--- config.mk ---
export PLATFORM = sky130hd
export DESIGN_NAME = stream_pipe_register
export DESIGN_NICKNAME = d
export VERILOG_FILES = /design/src/rtl/stream_pkg.sv /design/src/rtl/stream_pipe_register_if.sv /design/src/rtl/stream_pipe_stage.sv /design/src/rtl/stream_pipe_register.sv
export SDC_FILE = /design/constraint.sdc
export NUM_CORES = 1
export LEC_CHECK = 0
export CELL_PAD_IN_SITES_DETAIL_PLACEMENT = 0
export CELL_PAD_IN_SITES_GLOBAL_PLACEMENT = 1
export CORE_AREA = 2 2 39 41
export DETAILED_ROUTE_END_ITERATION = 8
export DIE_AREA = 0 0 41 43
export PLACE_DENSITY_LB_ADDON = 0.25
export SLEW_MARGIN = 15
export SYNTH_ARGS = -nofsm -noshare
export SYNTH_HDL_FRONTEND = slang
export SYNTH_SLANG_ARGS = --single-unit
--- constraint.sdc ---
create_clock -name clk_i -period 2.2 [get_ports clk_i]
set_clock_uncertainty 0.15 [all_clocks]
set_input_delay 0.22 -clock clk_i [delete_from_list [all_inputs] [get_ports clk_i]]
set_output_delay 0.22 -clock clk_i [all_outputs]
set_load 0.03 [all_outputs]
--- src/rtl/stream_pkg.sv ---
// rtl/stream_pkg.sv - shared limits and helpers for the stream pipe register
// Purpose: legal Depth range and the width of the occupancy counter.
// Ports: none (package).
package stream_pkg;

    localparam int DEPTH_MIN = 1;
    localparam int DEPTH_MAX = 16;

    // Occupancy counts 0..Depth+1 (skid slot included), so size for Depth+2 codes.
    function automatic int usage_width(input int depth);
        return $clog2(depth + 2);
    endfunction

endpackage

--- src/rtl/stream_pipe_register_if.sv ---
// rtl/stream_pipe_register_if.sv - valid/ready/data link between pipe stages
// Purpose: one handshake hop; master drives valid/data, slave drives ready.
// Ports: valid, ready, data (type T).
interface stream_pipe_register_if #(
    parameter type T = logic
);
    logic valid;
    logic ready;
    T     data;

    modport master (output valid, output data, input ready);
    modport slave  (input valid, input data, output ready);
endinterface

--- src/rtl/stream_pipe_stage.sv ---
// rtl/stream_pipe_stage.sv - one valid/data register stage of the pipe
// Purpose: holds one beat; loads when empty or when its beat leaves this cycle.
// Ports: clk_i, rst_i (sync, active-high), clr_i, in_if (slave), out_if (master).
module stream_pipe_stage #(
    parameter type T = logic
) (
    input  logic                    clk_i,
    input  logic                    rst_i,
    input  logic                    clr_i,
    stream_pipe_register_if.slave   in_if,
    stream_pipe_register_if.master  out_if
);

    logic valid_q, valid_d;
    T     data_q, data_d;
    logic load;

    // Ready ripples back through empty stages, which is what collapses bubbles.
    assign in_if.ready  = ~valid_q | out_if.ready;
    assign load         = in_if.valid & in_if.ready;
    assign out_if.valid = valid_q;
    assign out_if.data  = data_q;

    always_comb begin
        valid_d = valid_q;
        data_d  = data_q;
        if (out_if.ready) begin
            valid_d = 1'b0;
        end
        if (load) begin
            valid_d = 1'b1;
            data_d  = in_if.data;
        end
        if (clr_i) begin
            valid_d = 1'b0;
        end
    end

    always_ff @(posedge clk_i) begin
        if (rst_i) begin
            valid_q <= 1'b0;
            data_q  <= '0;
        end else begin
            valid_q <= valid_d;
            data_q  <= data_d;
        end
    end

endmodule

--- src/rtl/stream_pipe_register.sv ---
// rtl/stream_pipe_register.sv - Depth-stage elastic pipe register with optional skid slot
// Purpose: in-order valid/ready pipeline, one beat per cycle, with occupancy count.
// Ports: clk_i, rst_i (sync, active-high), clr_i; upstream valid_i/ready_o/data_i;
//        downstream valid_o/ready_i/data_o; usage_o = beats currently held.
module stream_pipe_register
    import stream_pkg::*;
#(
    parameter type T        = logic,
    parameter int  Depth    = 2,
    parameter bit  CutReady = 1'b0
) (
    input  logic                           clk_i,
    input  logic                           rst_i,
    input  logic                           clr_i,
    input  logic                           valid_i,
    output logic                           ready_o,
    input  T                               data_i,
    output logic                           valid_o,
    input  logic                           ready_i,
    output T                               data_o,
    output logic [usage_width(Depth)-1:0]  usage_o
);

    localparam int UW = usage_width(Depth);

    if ((Depth < DEPTH_MIN) || (Depth > DEPTH_MAX)) begin : g_depth_check
        $error("stream_pipe_register: Depth must be within 1..16");
    end

    // link[0] feeds the first stage, link[Depth] is the output port.
    stream_pipe_register_if #(.T(T)) link [0:Depth] ();

    for (genvar k = 0; k < Depth; k++) begin : g_stage
        stream_pipe_stage #(.T(T)) u_stage (
            .clk_i  (clk_i),
            .rst_i  (rst_i),
            .clr_i  (clr_i),
            .in_if  (link[k]),
            .out_if (link[k+1])
        );
    end

    // Clear blanks both handshakes so nothing transfers while contents are dropped.
    assign link[Depth].ready = ready_i & ~clr_i;
    assign valid_o           = link[Depth].valid & ~clr_i;
    assign data_o            = link[Depth].data;

    if (CutReady) begin : g_skid
        logic skid_valid_q, skid_valid_d;
        T     skid_data_q, skid_data_d;

        // ready_o comes only from the skid flag, cutting the ready_i path.
        assign ready_o       = ~skid_valid_q & ~clr_i;
        // A held skid beat has priority; ready_o is low then, so valid_i is ignored.
        assign link[0].valid = skid_valid_q | valid_i;
        assign link[0].data  = skid_valid_q ? skid_data_q : data_i;

        always_comb begin
            skid_valid_d = skid_valid_q;
            skid_data_d  = skid_data_q;
            if (clr_i) begin
                skid_valid_d = 1'b0;
            end else if (skid_valid_q) begin
                if (link[0].ready) begin
                    skid_valid_d = 1'b0;
                end
            end else if (valid_i && !link[0].ready) begin
                skid_valid_d = 1'b1;
                skid_data_d  = data_i;
            end
        end

        always_ff @(posedge clk_i) begin
            if (rst_i) begin
                skid_valid_q <= 1'b0;
                skid_data_q  <= '0;
            end else begin
                skid_valid_q <= skid_valid_d;
                skid_data_q  <= skid_data_d;
            end
        end
    end else begin : g_no_skid
        assign ready_o       = link[0].ready & ~clr_i;
        assign link[0].valid = valid_i;
        assign link[0].data  = data_i;
    end

    logic          in_xfer;
    logic          out_xfer;
    logic [UW-1:0] usage_q, usage_d;

    assign in_xfer  = valid_i & ready_o;
    assign out_xfer = valid_o & ready_i;

    always_comb begin
        usage_d = usage_q + UW'(in_xfer) - UW'(out_xfer);
        if (clr_i) begin
            usage_d = '0;
        end
    end

    always_ff @(posedge clk_i) begin
        if (rst_i) begin
            usage_q <= '0;
        end else begin
            usage_q <= usage_d;
        end
    end

    assign usage_o = usage_q;

endmodule

==> flow_summary.yaml <==
die:
  ios: 11
  die_area_um2: 1760
  fp.dieH_um: 43
  coreArea_um2: 1380
  initial_utilization_pct: 23.6
  dieWidth_um: 41
  rows: 14
clocking:
  cts_inserted_buffers: 3
  root_buffer: "clkbuf_4"
  cts-htree-levels: 1
  clkTransAtPathRegs_ns: 0.04
  cts_sinks: 6
  clk_path_buf_depth: 2
  clock_latency_ns: 0.24
  postCtsSetupBuffers: 0
  cts_tree: "done"
  postCtsResizedCells: 0
  hold_buffers: 0
timing:
  fin_crit_ns: 2.06
  worst_slew_pin_slew_ns: 0.304
  hold_viol: 0
  setup_violations: 0
  slew_headroom_pct: 79.7
  fin_ws_ns: 0.143
  fin_tns_setup_ns: 0
  rsz0062_at_grt: "false"
  holdWs_ns: 0.326
  period_share_pct: 93.5
  drv_slew: 0
  max_freq_mhz: 486
critical_path:
  end_kind: "output port"
  startpoint_type: "input port"
  worst-r2r-setup-slack_ns: 0.35
  criticalPathCategory: "input port to output port"
  crit_arrival_ns: 1.69
  critPathRequiredTime_ns: 1.83
  critPathMaxFanout: 2
place:
  io_buffers: 10
  dp_hpwl_um: 503
  dpl_worst_slack_ns: -0.0197
  gp_congestion: 0.596
  place_area_um2: 458
layout:
  nets: 58
  antenna_cells: 0
  syn_to_final_growth_pct: 47.1
  final_common_cell: "clkdlybuf4s50_1"
  final_cell_area_um2: 480
  drive_gt1_share_pct: 18.8
  mostFrequentLayoutCells: "10 x clkdlybuf4s50_1, 6 x dfxtp_1, 4 x inv_1, 4 x nor3_1"
  fill_cells: 152
drt:
  ant_nets: 0
  route.detailed.drc: 0
  dr.first_iter.drc_count: 4
  dr.pass1.iters: 3
  routedWlPerCell_um: 9.47
  via_per_inst: 4.27
  vias: 273
  drt-total-wl_um: 606
outcome:
  status: "finished, final reports clean"
global_route:
  grt_pass1_wl_um: 1040
  grt_use_total_pct: 8.83
  grt_max_degree: 8
  grt_pass1_vias: 271
  overflow: 0
  antenna_found_initial: 0
power_and_ir_drop:
  power.density_nw_per_um2: 535
  irDropWorstVdd_uv: 183
  total_power_mw: 0.257
  leakagePower_nw: 0.201
yosys:
  syn_inst: 33
  synth_cell_types: 17
  postSynthAreaPerCell_um2: 9.90
  yosys_warnings: 0
  netlist_area_um2: 327
  yosysSeqAreaShare_pct: 36.8
  synth_nets: 41
  ys_ff_latch: 6
flow_run:
  drv_cap: 0
min_path:
  hold_path.class: "flop to flop"
[final cells by class]
| cell class | count | area [µm²] | area share (%) |
|---|---|---|---|
| Timing Repair Buffer | 13 | 123 | 25.5 |
| Sequential cell | 6 | 120 | 25.0 |
| Tap cell | 16 | 20.0 | 4.17 |
| Inverter | 4 | 15.0 | 3.12 |
| Clock buffer | 3 | 22.5 | 4.69 |
| Multi-Input combinational cell | 22 | 180 | 37.5 |
[registers in the layout, summed over array words and instances (netlist names)]
name,count
usage_o,2
g_stage.u_stage.out_if.data,2
g_stage.u_stage.out_if.valid,2
[cell usage after synthesis]
library cell / instances / area [µm²]
nand2_1: 1 / 3.75
nand2b_4: 1 / 13.8
nand2b_1: 3 / 18.8
a21oi_1: 1 / 5.00
a31oi_1: 2 / 12.5
xor2_1: 1 / 8.76
nor3_1: 4 / 20.0
ha_1: 2 / 25.0
nor2_1: 1 / 3.75
mux2i_1: 2 / 20.0
buf_6: 1 / 11.3
inv_1: 4 / 15.0
nor3b_1: 1 / 7.51
a31oi_4: 1 / 21.3
dfxtp_1: 6 / 120
xnor2_1: 1 / 8.76
a21boi_2: 1 / 11.3
[critical path, stage by stage]
cell,delay (ns)
clkdlybuf4s50_1,0.48
inv_1,0.06
a31oi_1,0.22
clkdlybuf4s50_1,0.71
[cells by family (layout without fill, tap and decap cells)]
family,after synthesis,in the layout,share of synthesized area [%]
simple gates,11,11,20.7
flops,6,6,36.8
compound gates,5,5,15.3
buf+inv,5,20,8.04
fa+ha+maj,2,2,7.66
xor+xnor,2,2,5.36
mux,2,2,6.13
[power breakdown]
part	switching [mW]	total, mW	internal, mW
Sequential	0.00290	0.116	0.113
Combinational	0.0200	0.0446	0.0246
Clock	0.0354	0.0968	0.0614
[worst paths after layout]
kind | cells after the start | to | from
setup / recovery | 4 | ready_o | ready_i
hold / removal | 2 | g_stage[1].u_stage.out_if.data$_SDFFE_PP0P_ | g_stage[1].u_stage.out_if.data$_SDFFE_PP0P_
setup reg to reg | 8 | usage_o[1]$_SDFF_PP0_ | g_stage[1].u_stage.out_if.valid$_SDFFE_PP0P_
hold reg to reg | 2 | g_stage[1].u_stage.out_if.data$_SDFFE_PP0P_ | g_stage[1].u_stage.out_if.data$_SDFFE_PP0P_
[through the flow]
stage,utilization (%),std cells
after floorplan,-,33
after global placement,33.1,61
after detailed placement,33.1,61
after CTS,34.7,64
after global routing,34.7,64
final,34.7,64
[per-layer routing]
metal / vias up / wire (µm) / global-route usage [%]
met4: 0 / 0 / 8.00
li1: 144 / - / -
met3: 0 / 56 / 1.57
met1: 120 / 272 / 10.9
met5: - / 0 / 0
met2: 9 / 278 / 12.2
(Power assumes the default switching activity.)
